**config.mk**
```make
export PLATFORM = sky130hd
export DESIGN_NAME = jt49_bus_arb_flat
export DESIGN_NICKNAME = d
export VERILOG_FILES = /design/src/rtl/jt49_bus_arb_if.sv /design/src/rtl/jt49_bus_arb.sv /design/src/flat_wrapper.sv
export SDC_FILE = /design/constraint.sdc
export NUM_CORES = 1
export LEC_CHECK = 0
export BUFFER_PORTS_ARGS = -buffer_cell sky130_fd_sc_hd__buf_2
export CAP_MARGIN = 10
export CORE_MARGIN = 1.5
export CORE_UTILIZATION = 52
export CTS_CLUSTER_DIAMETER = 60
export DETAILED_ROUTE_END_ITERATION = 10
export GPL_TIMING_DRIVEN = 0
export PLACE_DENSITY = 0.82
export SLEW_MARGIN = 20
export SYNTH_ARGS = -nofsm -noshare
export SYNTH_HDL_FRONTEND = slang
export SYNTH_SLANG_ARGS = --single-unit
export TNS_END_PERCENT = 50
```
**constraint.sdc**
```tcl
create_clock -name clk -period 3.1 [get_ports clk]
set_clock_uncertainty 0.15 [all_clocks]
set_input_delay 0.155 -clock clk [delete_from_list [all_inputs] [get_ports clk]]
set_output_delay 0.155 -clock clk [all_outputs]
set_load 0.05 [all_outputs]
```
**src/rtl/jt49_bus_arb_if.sv**
```systemverilog
// Bundle of the two requester ports and the PSG register bus around jt49_bus_arb.
// The requester side (bench or system glue) uses the master modport.
// The arbiter uses the slave modport.
interface jt49_bus_arb_if;
  // Port 0 (sound CPU)
  logic       r0_valid;
  logic       r0_ready;
  logic       r0_rd;
  logic [3:0] r0_addr;
  logic [7:0] r0_din;
  logic [7:0] r0_rdata;
  logic       r0_rvalid;
  // Port 1 (music/command sequencer)
  logic       r1_valid;
  logic       r1_ready;
  logic       r1_rd;
  logic [3:0] r1_addr;
  logic [7:0] r1_din;
  logic [7:0] r1_rdata;
  logic       r1_rvalid;
  // PSG register bus
  logic [3:0] psg_addr;
  logic       psg_cs_n;
  logic       psg_wr_n;
  logic [7:0] psg_din;
  logic [7:0] psg_dout;
  logic       busy;

  modport master (
    output r0_valid, r0_rd, r0_addr, r0_din,
    input  r0_ready, r0_rdata, r0_rvalid,
    output r1_valid, r1_rd, r1_addr, r1_din,
    input  r1_ready, r1_rdata, r1_rvalid,
    input  psg_addr, psg_cs_n, psg_wr_n, psg_din, busy,
    output psg_dout
  );

  modport slave (
    input  r0_valid, r0_rd, r0_addr, r0_din,
    output r0_ready, r0_rdata, r0_rvalid,
    input  r1_valid, r1_rd, r1_addr, r1_din,
    output r1_ready, r1_rdata, r1_rvalid,
    output psg_addr, psg_cs_n, psg_wr_n, psg_din, busy,
    input  psg_dout
  );
endinterface

```
**src/rtl/jt49_bus_arb.sv**
```systemverilog
// Two-port round-robin arbiter and bus-cycle sequencer for the jt49 PSG register
// interface. Each access is SETUP -> (STROBE x WR_LEN -> HOLD | RDWAIT) -> GAP x GAP,
// so wr_n always rises and cs_n always idles between accesses. This lets the PSG's
// write-edge detection fire once per write.
module jt49_bus_arb #(
  parameter int unsigned WR_LEN = 2,  // 1..15
  parameter int unsigned GAP    = 1   // 1..15
) (
  input  logic          clk,
  input  logic          rst_n,
  jt49_bus_arb_if.slave bus
);

  typedef enum logic [2:0] {
    StIdle,
    StSetup,
    StStrobe,
    StHold,
    StRdwait,
    StGap
  } state_e;

  localparam logic [3:0] WrCnt  = 4'(WR_LEN - 1);
  localparam logic [3:0] GapCnt = 4'(GAP - 1);

  state_e     state_q, state_d;
  logic [3:0] cnt_q, cnt_d;
  logic       last_q, last_d;    // port served last; 1 at reset so port 0 wins first
  logic       owner_q, owner_d;  // port that owns the in-flight access
  logic       rd_q, rd_d;
  logic [3:0] addr_q, addr_d;
  logic [7:0] din_q, din_d;
  logic       cs_n_q, cs_n_d;
  logic       wr_n_q, wr_n_d;
  logic       busy_q, busy_d;
  logic [7:0] rdata0_q, rdata0_d, rdata1_q, rdata1_d;
  logic       rvalid0_q, rvalid0_d, rvalid1_q, rvalid1_d;
  logic       grant0, grant1, idle, accept;

  // Round-robin grant: a lone requester wins, a tie goes to the port not served last.
  always_comb begin
    grant0 = 1'b0;
    grant1 = 1'b0;
    if (bus.r0_valid && bus.r1_valid) begin
      grant0 = last_q;
      grant1 = ~last_q;
    end else begin
      grant0 = bus.r0_valid;
      grant1 = bus.r1_valid;
    end
  end

  assign idle         = (state_q == StIdle);
  assign accept       = idle && (grant0 || grant1);
  assign bus.r0_ready = idle && grant0;
  assign bus.r1_ready = idle && grant1;

  // Next-state, access latching and registered-output precompute.
  always_comb begin
    state_d   = state_q;
    cnt_d     = cnt_q;
    last_d    = last_q;
    owner_d   = owner_q;
    rd_d      = rd_q;
    addr_d    = addr_q;
    din_d     = din_q;
    rdata0_d  = rdata0_q;
    rdata1_d  = rdata1_q;
    rvalid0_d = 1'b0;
    rvalid1_d = 1'b0;

    unique case (state_q)
      StIdle: begin
        if (accept) begin
          state_d = StSetup;
          owner_d = grant1;
          last_d  = grant1;
          rd_d    = grant1 ? bus.r1_rd   : bus.r0_rd;
          addr_d  = grant1 ? bus.r1_addr : bus.r0_addr;
          din_d   = grant1 ? bus.r1_din  : bus.r0_din;
        end
      end
      StSetup: begin
        if (rd_q) begin
          state_d = StRdwait;
        end else begin
          state_d = StStrobe;
          cnt_d   = WrCnt;
        end
      end
      StStrobe: begin
        if (cnt_q == 4'd0) begin
          state_d = StHold;
        end else begin
          cnt_d = cnt_q - 4'd1;
        end
      end
      StHold: begin
        state_d = StGap;
        cnt_d   = GapCnt;
      end
      StRdwait: begin
        // PSG dout is registered, so it reflects the address set up one clock earlier.
        state_d = StGap;
        cnt_d   = GapCnt;
        if (owner_q) begin
          rdata1_d  = bus.psg_dout;
          rvalid1_d = 1'b1;
        end else begin
          rdata0_d  = bus.psg_dout;
          rvalid0_d = 1'b1;
        end
      end
      StGap: begin
        if (cnt_q == 4'd0) begin
          state_d = StIdle;
        end else begin
          cnt_d = cnt_q - 4'd1;
        end
      end
      default: state_d = StIdle;
    endcase

    // Bus strobes are registered from the next state so they line up with the state.
    cs_n_d = (state_d == StIdle) || (state_d == StGap);
    wr_n_d = (state_d != StStrobe);
    busy_d = (state_d != StIdle);
  end

  // State and registered outputs; reset drops any in-flight access immediately.
  always_ff @(posedge clk or negedge rst_n) begin
    if (!rst_n) begin
      state_q   <= StIdle;
      cnt_q     <= 4'd0;
      last_q    <= 1'b1;
      owner_q   <= 1'b0;
      rd_q      <= 1'b0;
      addr_q    <= 4'd0;
      din_q     <= 8'd0;
      cs_n_q    <= 1'b1;
      wr_n_q    <= 1'b1;
      busy_q    <= 1'b0;
      rdata0_q  <= 8'd0;
      rdata1_q  <= 8'd0;
      rvalid0_q <= 1'b0;
      rvalid1_q <= 1'b0;
    end else begin
      state_q   <= state_d;
      cnt_q     <= cnt_d;
      last_q    <= last_d;
      owner_q   <= owner_d;
      rd_q      <= rd_d;
      addr_q    <= addr_d;
      din_q     <= din_d;
      cs_n_q    <= cs_n_d;
      wr_n_q    <= wr_n_d;
      busy_q    <= busy_d;
      rdata0_q  <= rdata0_d;
      rdata1_q  <= rdata1_d;
      rvalid0_q <= rvalid0_d;
      rvalid1_q <= rvalid1_d;
    end
  end

  assign bus.psg_addr  = addr_q;
  assign bus.psg_din   = din_q;
  assign bus.psg_cs_n  = cs_n_q;
  assign bus.psg_wr_n  = wr_n_q;
  assign bus.busy      = busy_q;
  assign bus.r0_rdata  = rdata0_q;
  assign bus.r1_rdata  = rdata1_q;
  assign bus.r0_rvalid = rvalid0_q;
  assign bus.r1_rvalid = rvalid1_q;

endmodule

```
**src/flat_wrapper.sv**
```systemverilog
// flat-port wrapper written by rule: the top's interface ports become plain ports
module jt49_bus_arb_flat 
#(
  parameter int unsigned WR_LEN = 2,          
  parameter int unsigned GAP    = 1           
)
  (clk, rst_n, bus_r0_valid, bus_r0_rd, bus_r0_addr, bus_r0_din, bus_r0_ready, bus_r0_rdata, bus_r0_rvalid, bus_r1_valid, bus_r1_rd, bus_r1_addr, bus_r1_din, bus_r1_ready, bus_r1_rdata, bus_r1_rvalid, bus_psg_addr, bus_psg_cs_n, bus_psg_wr_n, bus_psg_din, bus_busy, bus_psg_dout);
  jt49_bus_arb_if bus_i ();
  input  logic clk;
  input  logic rst_n;
  input wire logic [$bits(bus_i.r0_valid)-1:0] bus_r0_valid;
  input wire logic [$bits(bus_i.r0_rd)-1:0] bus_r0_rd;
  input wire logic [$bits(bus_i.r0_addr)-1:0] bus_r0_addr;
  input wire logic [$bits(bus_i.r0_din)-1:0] bus_r0_din;
  output wire logic [$bits(bus_i.r0_ready)-1:0] bus_r0_ready;
  output wire logic [$bits(bus_i.r0_rdata)-1:0] bus_r0_rdata;
  output wire logic [$bits(bus_i.r0_rvalid)-1:0] bus_r0_rvalid;
  input wire logic [$bits(bus_i.r1_valid)-1:0] bus_r1_valid;
  input wire logic [$bits(bus_i.r1_rd)-1:0] bus_r1_rd;
  input wire logic [$bits(bus_i.r1_addr)-1:0] bus_r1_addr;
  input wire logic [$bits(bus_i.r1_din)-1:0] bus_r1_din;
  output wire logic [$bits(bus_i.r1_ready)-1:0] bus_r1_ready;
  output wire logic [$bits(bus_i.r1_rdata)-1:0] bus_r1_rdata;
  output wire logic [$bits(bus_i.r1_rvalid)-1:0] bus_r1_rvalid;
  output wire logic [$bits(bus_i.psg_addr)-1:0] bus_psg_addr;
  output wire logic [$bits(bus_i.psg_cs_n)-1:0] bus_psg_cs_n;
  output wire logic [$bits(bus_i.psg_wr_n)-1:0] bus_psg_wr_n;
  output wire logic [$bits(bus_i.psg_din)-1:0] bus_psg_din;
  output wire logic [$bits(bus_i.busy)-1:0] bus_busy;
  input wire logic [$bits(bus_i.psg_dout)-1:0] bus_psg_dout;
  assign bus_i.r0_valid = bus_r0_valid;
  assign bus_i.r0_rd = bus_r0_rd;
  assign bus_i.r0_addr = bus_r0_addr;
  assign bus_i.r0_din = bus_r0_din;
  assign bus_r0_ready = bus_i.r0_ready;
  assign bus_r0_rdata = bus_i.r0_rdata;
  assign bus_r0_rvalid = bus_i.r0_rvalid;
  assign bus_i.r1_valid = bus_r1_valid;
  assign bus_i.r1_rd = bus_r1_rd;
  assign bus_i.r1_addr = bus_r1_addr;
  assign bus_i.r1_din = bus_r1_din;
  assign bus_r1_ready = bus_i.r1_ready;
  assign bus_r1_rdata = bus_i.r1_rdata;
  assign bus_r1_rvalid = bus_i.r1_rvalid;
  assign bus_psg_addr = bus_i.psg_addr;
  assign bus_psg_cs_n = bus_i.psg_cs_n;
  assign bus_psg_wr_n = bus_i.psg_wr_n;
  assign bus_psg_din = bus_i.psg_din;
  assign bus_busy = bus_i.busy;
  assign bus_i.psg_dout = bus_psg_dout;
  jt49_bus_arb #(.WR_LEN(WR_LEN), .GAP(GAP)) u_core (.clk(clk), .rst_n(rst_n), .bus(bus_i));
endmodule
```
==> results of run 1 <==
## worst paths after layout
check	from	to	slack [ps]
max in group asynchronous	rst_n	u_core.bus.psg_addr[1]	1850
setup / recovery	bus_r0_valid	bus_r1_ready	1160
min in group asynchronous	rst_n	u_core.cnt_q[1]	380
hold reg to reg	u_core.bus.r1_rdata[1]	u_core.bus.r1_rdata[1]	360
setup reg to reg	u_core.cnt_q[0]	u_core.cnt_q[0]	1170
hold / removal	bus_r0_addr[3]	u_core.bus.psg_addr[3]	5
## layout make-up
type,count,area [sq um]
buffer,9,71.3
clock buffer,6,72.6
clock inverter,2,60.1
fill,273,1020
inverter,7,26.3
multi-input combinational,115,801
sequential,43,1080
tap,48,60.1
timing repair buffer,83,470
## routing by layer
layer | routed length (um) | vias to the layer above | track usage, %
met3 | 263 | 6 | 5.38
met4 | 48 | 0 | 7.18
li1 | - | 782 | -
met1 | 1780 | 765 | 25.1
met5 | 0 | - | 0
met2 | 1880 | 69 | 34.9
## critical path, stage by stage
cell	delay [ps]
dlygate4sd3_1	540
buf_2	150
a21boi_2	300
and2_1	210
buf_2	280
## stage by stage
| stage | utilization (%) | setup WS (ps) |
|---|---|---|
| 6_report | 72.1 | 1160 |
| 5_1_grt | 72.1 | 1100 |
| 4_1_cts | 72.1 | 1160 |
| 3_5_place_dp | 65.5 | 1210 |
| 3_3_place_gp | 65.5 | 1220 |
| 2_1_floorplan | - | 1260 |
## logic make-up after synthesis
| family | Yosys count | share of synthesized area, % |
|---|---|---|
| adder cells (fa/ha/maj) | 2 | 1.26 |
| buffers and inverters | 16 | 4.93 |
| multiplexers | 30 | 16.2 |
| flip-flops | 43 | 54.6 |
| AND/OR/NAND/NOR | 44 | 11.7 |
| AO/OA/AOI/OAI | 39 | 11.3 |
## state kept, by name, indices dropped and copies added, names as in the netlist
signal and count:
u_core.bus.r1_rvalid 1, u_core.owner_q 1, u_core.bus.psg_wr_n 1, u_core.cnt_q 4, u_core.bus.r0_rvalid 1, u_core.bus.busy 1
u_core.bus.psg_addr 4, u_core.bus.psg_cs_n 1, u_core.bus.r1_rdata 8, u_core.bus.psg_din 8, u_core.last_q 1, u_core.state_q 3
u_core.rd_q 1, u_core.bus.r0_rdata 8
## placed cells by master (no fill, tap or decap), types with 3 or more instances in the layout
cell type and count:
mux2i_1 14, o21ai_0 8, mux2_2 16, inv_1 7, nand2_1 11, a21oi_1 19, buf_6 3, dlygate4sd3_1 11
buf_4 3, dfrtp_1 40, nor2_1 17, buf_2 75, clkbuf_8 5, dfstp_2 3, a31oi_1 3
## what timing repair did
| action | in CTS | in global routing |
|---|---|---|
| hold buffers | 11 | 0 |
| buffers inserted | 0 | 0 |
| hold endpoints to repair | 57 | 0 |
==> results.yml, run 1 <==
clocking:
  worstSkewPairLatency_ps: 290
  cts_tree: "built"
  clock_path_buffers: 2
  root_buffer: "clkbuf_8"
  cts.clk_slew.worst_paths_ps: 80
  clkSinkCount: 43
  post_cts_resize_count: 0
  cts_max_level: 2
  cts_buffers: 5
yosys:
  synth_ff_type: "dfrtp_1"
  synth_fp_nets: 214
  async_flop_share_pct: 100
  synth-edff-count: 0
  ys_types: 35
  synth_most_common_cell: "dfrtp_1"
  synth_top_area_share_pct: 50.6
  synth_top_cell_by_area: "dfrtp_1"
  synthTopCellsByArea: "dfrtp_1 51%, mux2_2 9.1%, mux2i_1 7.1%"
  yosysWarnings: 0
  netlist_instances: 174
  avgSynthCellArea_sq_um: 11.4
  yosysSeqAreaShare_pct: 54.6
  synthTopCellsByCount: "40 x dfrtp_1, 19 x a21oi_1, 17 x nor2_1, 16 x mux2_2, 14 x mux2i_1"
  ys_seq_elements: 43
  synth_area_sq_mm: 0.00198
timing:
  setup_violations: 0
  worst_pin_slew_ps: 919
  finalMaxSlewViolations: 0
  period_minus_slack_ps: 1940
  rsz0062_at_grt: "no"
  finalCritPeriodShare_pct: 62.5
  fmax_ghz: 0.516
  hold_viol: 0
  relSlewSlack_pct: 38.7
  fin_hold_ws_ps: 5.00
  setup-tns-final_ps: 0
final_layout:
  drive_gt1_share_pct: 41.9
  fin_area_sq_mm: 0.00264
  final_cells: 313
  diodes: 0
  finalNetCount: 304
  area_delta_synth_final_pct: 33.5
global_route:
  antenna_found_initial: 0
  grtUsageTotal_pct: 20.5
  grt_max_degree: 44
  grt_pass1_vias: 1539
  grt_pass1_wl_um: 6580
  grt_overflow: 0
min_path:
  whs_path_depth: 3
  min_path_type: "in2reg"
worst_setup_path:
  critical_path.max_fanout: 5
  worst-setup-path-type: "in2out"
  startpoint_type: "primary input"
  cp.arrival_ps: 1630
  rr_worst_depth: 6
  end_kind: "output port"
  crit_required_ps: 2790
status:
  outcome: "finished, final reports clean"
drt:
  wl_per_cell_um: 12.7
  drt_iter0_drc: 53
  drc: 0
  viasPerCell: 5.18
  first_pass_iters: 4
  ant_nets: 0
  drt-total-wl_um: 3970
  num_vias: 1622
die:
  io_pins: 73
  rows: 22
  start_util_pct: 54.0
  die-area_sq_mm: 0.00418
  die_w_um: 64.7
  core-area_sq_mm: 0.00366
  die_y_um: 64.7
placed_design:
  placedCellCount: 294
  post-dp-hpwl_um: 2850
  globalplace.congestion: 0.829
  placed_area_sq_mm: 0.00240
  portBuffers: 72
run:
  drv_cap: 0
Power of run 1 is left out: the tool's default activity adds up to more than one toggle a clock period on the data nets, which glitch-free logic cannot reach.
==> inputs of run 2 (changes only) <==
Settings changed: CORE_UTILIZATION 52 to 44, PLACE_DENSITY 0.82 to 0.73.
Clock period 3.1 ns to 1.6 ns, I/O delays scaled along.
==> results.yml, run 2 (same netlist as run 1, synthesis figures left out) <==
status:
  outcome: "complete, but fails checks"
  violations: "setup timing"
final_layout:
  fill_cells: 294
  layout_common_cells: "71 x buf_2, 37 x dlygate4sd3_1, 36 x dfrtp_1"
  finalNetCount: 343
  fin_area_sq_mm: 0.00311
  final_cells: 355
  area_delta_synth_final_pct: 57.4
  final_common_cell: "buf_2"
  diodes: 0
  final_util_pct: 71.5
  drive_gt1_share_pct: 48.2
drt:
  drt_iter0_drc: 85
  drt-total-wl_um: 5410
  ant_nets: 0
  wl_per_cell_um: 15.3
  viasPerCell: 5.12
  num_vias: 1819
  first_pass_iters: 4
  drc: 0
timing:
  relSlewSlack_pct: 36.7
  setup_violations: 19
  period_minus_slack_ps: 1730
  finalCritPeriodShare_pct: 108
  fmax_ghz: 0.579
  rsz0062_at_grt: "yes"
  fin_hold_ws_ps: 7.28
  setup_slack_ps: -128
  worst_pin_slew_ps: 949
  finalMaxSlewViolations: 0
  setup-tns-final_ps: -1370
  hold_viol: 0
clocking:
  root_buffer: "clkbuf_8"
  cts_max_level: 2
  cts_tree: "built"
  clkSinkCount: 43
  cts_buffers: 5
  clock_path_buffers: 2
  cts.clk_slew.worst_paths_ps: 80
  worstSkewPairLatency_ps: 300
global_route:
  grt_pass1_vias: 1775
  grtUsageMet2_pct: 36.4
  grtUsageMet3_pct: 5.77
  grtUsageTotal_pct: 20.7
  grt_max_degree: 44
  grt_pass1_wl_um: 7970
  antenna_found_initial: 0
  use_met1_pct: 23.5
  grt_overflow: 0
  busiest_layer: "met2"
min_path:
  whs_path_depth: 3
  min_from: "bus_r1_valid"
  min_path_type: "in2reg"
  hold_end: "u_core.bus.busy"
worst_setup_path:
  r2r-start: "u_core.cnt_q[0]"
  worst-setup-path-type: "reg2reg"
  critical_path.max_fanout: 6
  rr_endpoint: "u_core.cnt_q[0]"
  rr_worst_depth: 6
  cp.arrival_ps: 1800
  crit_required_ps: 1670
  startpoint_type: "flop"
  end_kind: "flop"
  r2r_setup_slack_ps: -130
placed_design:
  placedCellCount: 298
  placed_area_sq_mm: 0.00241
  globalplace.congestion: 0.802
  post-dp-hpwl_um: 2680
  portBuffers: 72
  post-place-ws_ps: -329
die:
  rows: 24
  die_w_um: 70.1
  die-area_sq_mm: 0.00491
  start_util_pct: 45.4
  die_y_um: 70.1
  io_pins: 73
  core-area_sq_mm: 0.00435
power:
  p_total_mw: 7.23
  ir_drop_uv: 1490
  power.leakage_nw: 1.46
  power_density_mw_per_mm2: 2320
run:
  drv_cap: 0
run 2: cell types whose count changed in the layout (fill, tap and decap cells not counted), moves of 5 or more:
cell	previous run	this run
a21oi_2	0	10
buf_6	3	8
buf_4	3	12
a21oi_1	19	9
dlygate4sd3_1	11	37
run 2: power breakdown:
group | internal [mW] | total (mW) | switching [mW]
Clock | 0.457 | 0.803 | 0.346
Combinational | 1.62 | 4.43 | 2.81
Sequential | 1.65 | 2.00 | 0.345
run 2: worst max-delay path by stage:
stage	start	slack, ps	cells after the start	endpoint
after global routing	u_core.cnt_q[1]	-200	6	u_core.cnt_q[0]
final	u_core.cnt_q[0]	-130	6	u_core.cnt_q[0]
after detailed placement	u_core.cnt_q[0]	-330	6	u_core.cnt_q[0]
after global placement	u_core.cnt_q[0]	-290	6	u_core.cnt_q[0]
after floorplan	u_core.cnt_q[0]	-120	6	u_core.cnt_q[0]
after CTS	u_core.cnt_q[0]	-120	6	u_core.cnt_q[0]
run 2: repair_timing:
action | CTS | global route
buffers inserted | 6 | 5
gates cloned | 0 | 2
hold buffers | 37 | 0
hold endpoints to repair | 71 | 0
pin swaps | 7 | 5
resized for setup | 15 | 25
setup endpoints to repair | 32 | 36
run 2: worst max-delay path, cell delays in order, from the launching register on:
cell and delay (ps):
dfrtp_2 380, inv_2 50, ha_4 150, nor3b_4 160, or4_1 490, a21oi_2 150
a311o_1 120
run 2: area by class of cell:
type	count	area, sq um	area share, %
Clock buffer	6	72.6	2.33
Buffer	9	97.6	3.13
Tap cell	52	65.1	2.09
Sequential cell	43	1080	34.8
Multi-Input combinational cell	115	875	28.1
Timing Repair Buffer	122	863	27.7
Inverter	7	26.3	0.844
Clock inverter	1	30.0	0.964
run 2: per-layer routing:
layer,wire length [um],vias up
li1,-,854
met1,2180,876
met2,2780,73
met3,321,16
met4,135,0
met5,0,-
Power figures use the tool's default switching activity.
==> inputs of run 3 (changes only) <==
Settings changed: PLACE_DENSITY 0.73 to 0.75.
==> results.yml, run 3 (same netlist as run 1, synthesis figures left out) <==
final_layout:
  finalNetCount: 341
  area_delta_synth_final_pct: 54.5
  drive_gt1_share_pct: 43.4
  fin_area_sq_mm: 0.00306
  final_common_cell: "buf_2"
  final_cells: 354
  layout_common_cells: "70 x buf_2, 38 x dfrtp_1, 37 x dlygate4sd3_1"
  final_util_pct: 70.2
  diodes: 0
worst_setup_path:
  worst-setup-path-type: "reg2reg"
  critPathTopFamily: "simple AND/OR/NAND/NOR gates"
  crit_path_max_incr_delay_ps: 390
  timing.critical_path.cells: "inv_2 > ha_4 > nor3b_4 > or4_1 > a21oi_1 > a311o_1"
  crit_slowest_cell: "dfrtp_1"
  critical_path.max_fanout: 4
  cp.arrival_ps: 1700
  crit_required_ps: 1630
  startpoint_type: "flop"
  worstPathBufferInverterCount: 1
  end_kind: "flop"
power:
  ir_drop_uv: 1200
  p_total_mw: 7.16
  power.leakage_nw: 1.46
  power_density_mw_per_mm2: 2340
timing:
  fmax_ghz: 0.598
  relSlewSlack_pct: 38.2
  setup-tns-final_ps: -153
  finalCritPeriodShare_pct: 104
  finalMaxSlewViolations: 0
  setup_slack_ps: -71.4
  fin_hold_ws_ps: 30.2
  rsz0062_at_grt: "yes"
  period_minus_slack_ps: 1670
  worst_pin_slew_ps: 927
  hold_viol: 0
  setup_violations: 4
drt:
  first_pass_iters: 4
  drt_iter0_drc: 74
  wl_met1_um: 1940
  drc: 0
  highest_layer: "met4"
  ant_nets: 0
  num_vias: 1769
  drt-total-wl_um: 4830
  wl_met3_um: 258
  viasPerCell: 5.00
  route.met2.wl_um: 2530
  wl_per_cell_um: 13.6
clocking:
  worstSkewPairLatency_ps: 300
  cts.clk_slew.worst_paths_ps: 80
  cts_tree: "built"
  clkSinkCount: 43
  root_buffer: "clkbuf_8"
  cts_buffers: 5
  cts_max_level: 2
  clock_path_buffers: 2
die:
  die_w_um: 70.1
  die_y_um: 70.1
  die-area_sq_mm: 0.00491
  core-area_sq_mm: 0.00435
  io_pins: 73
  start_util_pct: 45.4
  rows: 24
placed_design:
  post-place-ws_ps: -279
  portBuffers: 72
  placedCellCount: 298
  globalplace.congestion: 0.818
  post-dp-hpwl_um: 2850
  placed_area_sq_mm: 0.00241
global_route:
  grt_max_degree: 44
  grt_pass1_wl_um: 7820
  grt_overflow: 0
  grtUsageTotal_pct: 20.2
  antenna_found_initial: 0
  grt_pass1_vias: 1750
run:
  drv_cap: 0
min_path:
  min_path_type: "in2reg"
status:
  outcome: "complete, but fails checks"
  violations: "setup timing"
[run 3: cell count changes in the layout (fill, tap and decap cells not counted), sizes merged]
| cell | previous run | this run |
|---|---|---|
| buf | 93 | 91 |
| bufinv | 1 | 2 |
[run 3: worst min-delay path, cell delays in order]
cell	delay, ps
buf_2	120
nor2_1	70
a22oi_1	160
[run 3: what timing repair did]
| action | CTS | global route |
|---|---|---|
| pin swaps | 4 | 5 |
| endpoints found under the setup margin | 34 | 33 |
| buffers inserted | 6 | 5 |
| hold buffers | 37 | 0 |
| gates resized for setup | 13 | 10 |
| hold endpoints to repair | 70 | 0 |
[run 3: layer usage]
metal,GRT usage [%],up-vias
li1,-,854
met1,22.8,849
met4,7.26,0
met5,0,-
met3,5.77,10
met2,36.3,56
[run 3: worst paths after layout]
path	cells after the start	end	slack [ps]	startpoint
max in group asynchronous	2	u_core.state_q[0]	350	rst_n
worst min register to register	1	u_core.bus.r0_rdata[6]	360	u_core.bus.r0_rdata[6]
worst min-delay path	3	u_core.bus.busy	30	bus_r1_valid
min in group asynchronous	2	u_core.bus.busy	310	rst_n
worst max-delay path	6	u_core.cnt_q[0]	-70	u_core.cnt_q[0]
worst max register to register	6	u_core.cnt_q[0]	-70	u_core.cnt_q[0]
[run 3: power breakdown]
part           total (mW)  internal (mW)  switching, mW
sequential           1.97           1.65          0.321
combinational        4.21           1.49           2.71
clock               0.990          0.624          0.366
total                7.16           3.76           3.40
[run 3: area by class of cell]
type                       count  area, sq um
buffer                         9         82.6
fill                         302         1300
clock buffer                   6         72.6
tap                           52         65.1
multi-input combinational    115          835
sequential                    43         1080
inverter                       7         26.3
clock inverter                 2         60.1
timing repair buffer         120          833
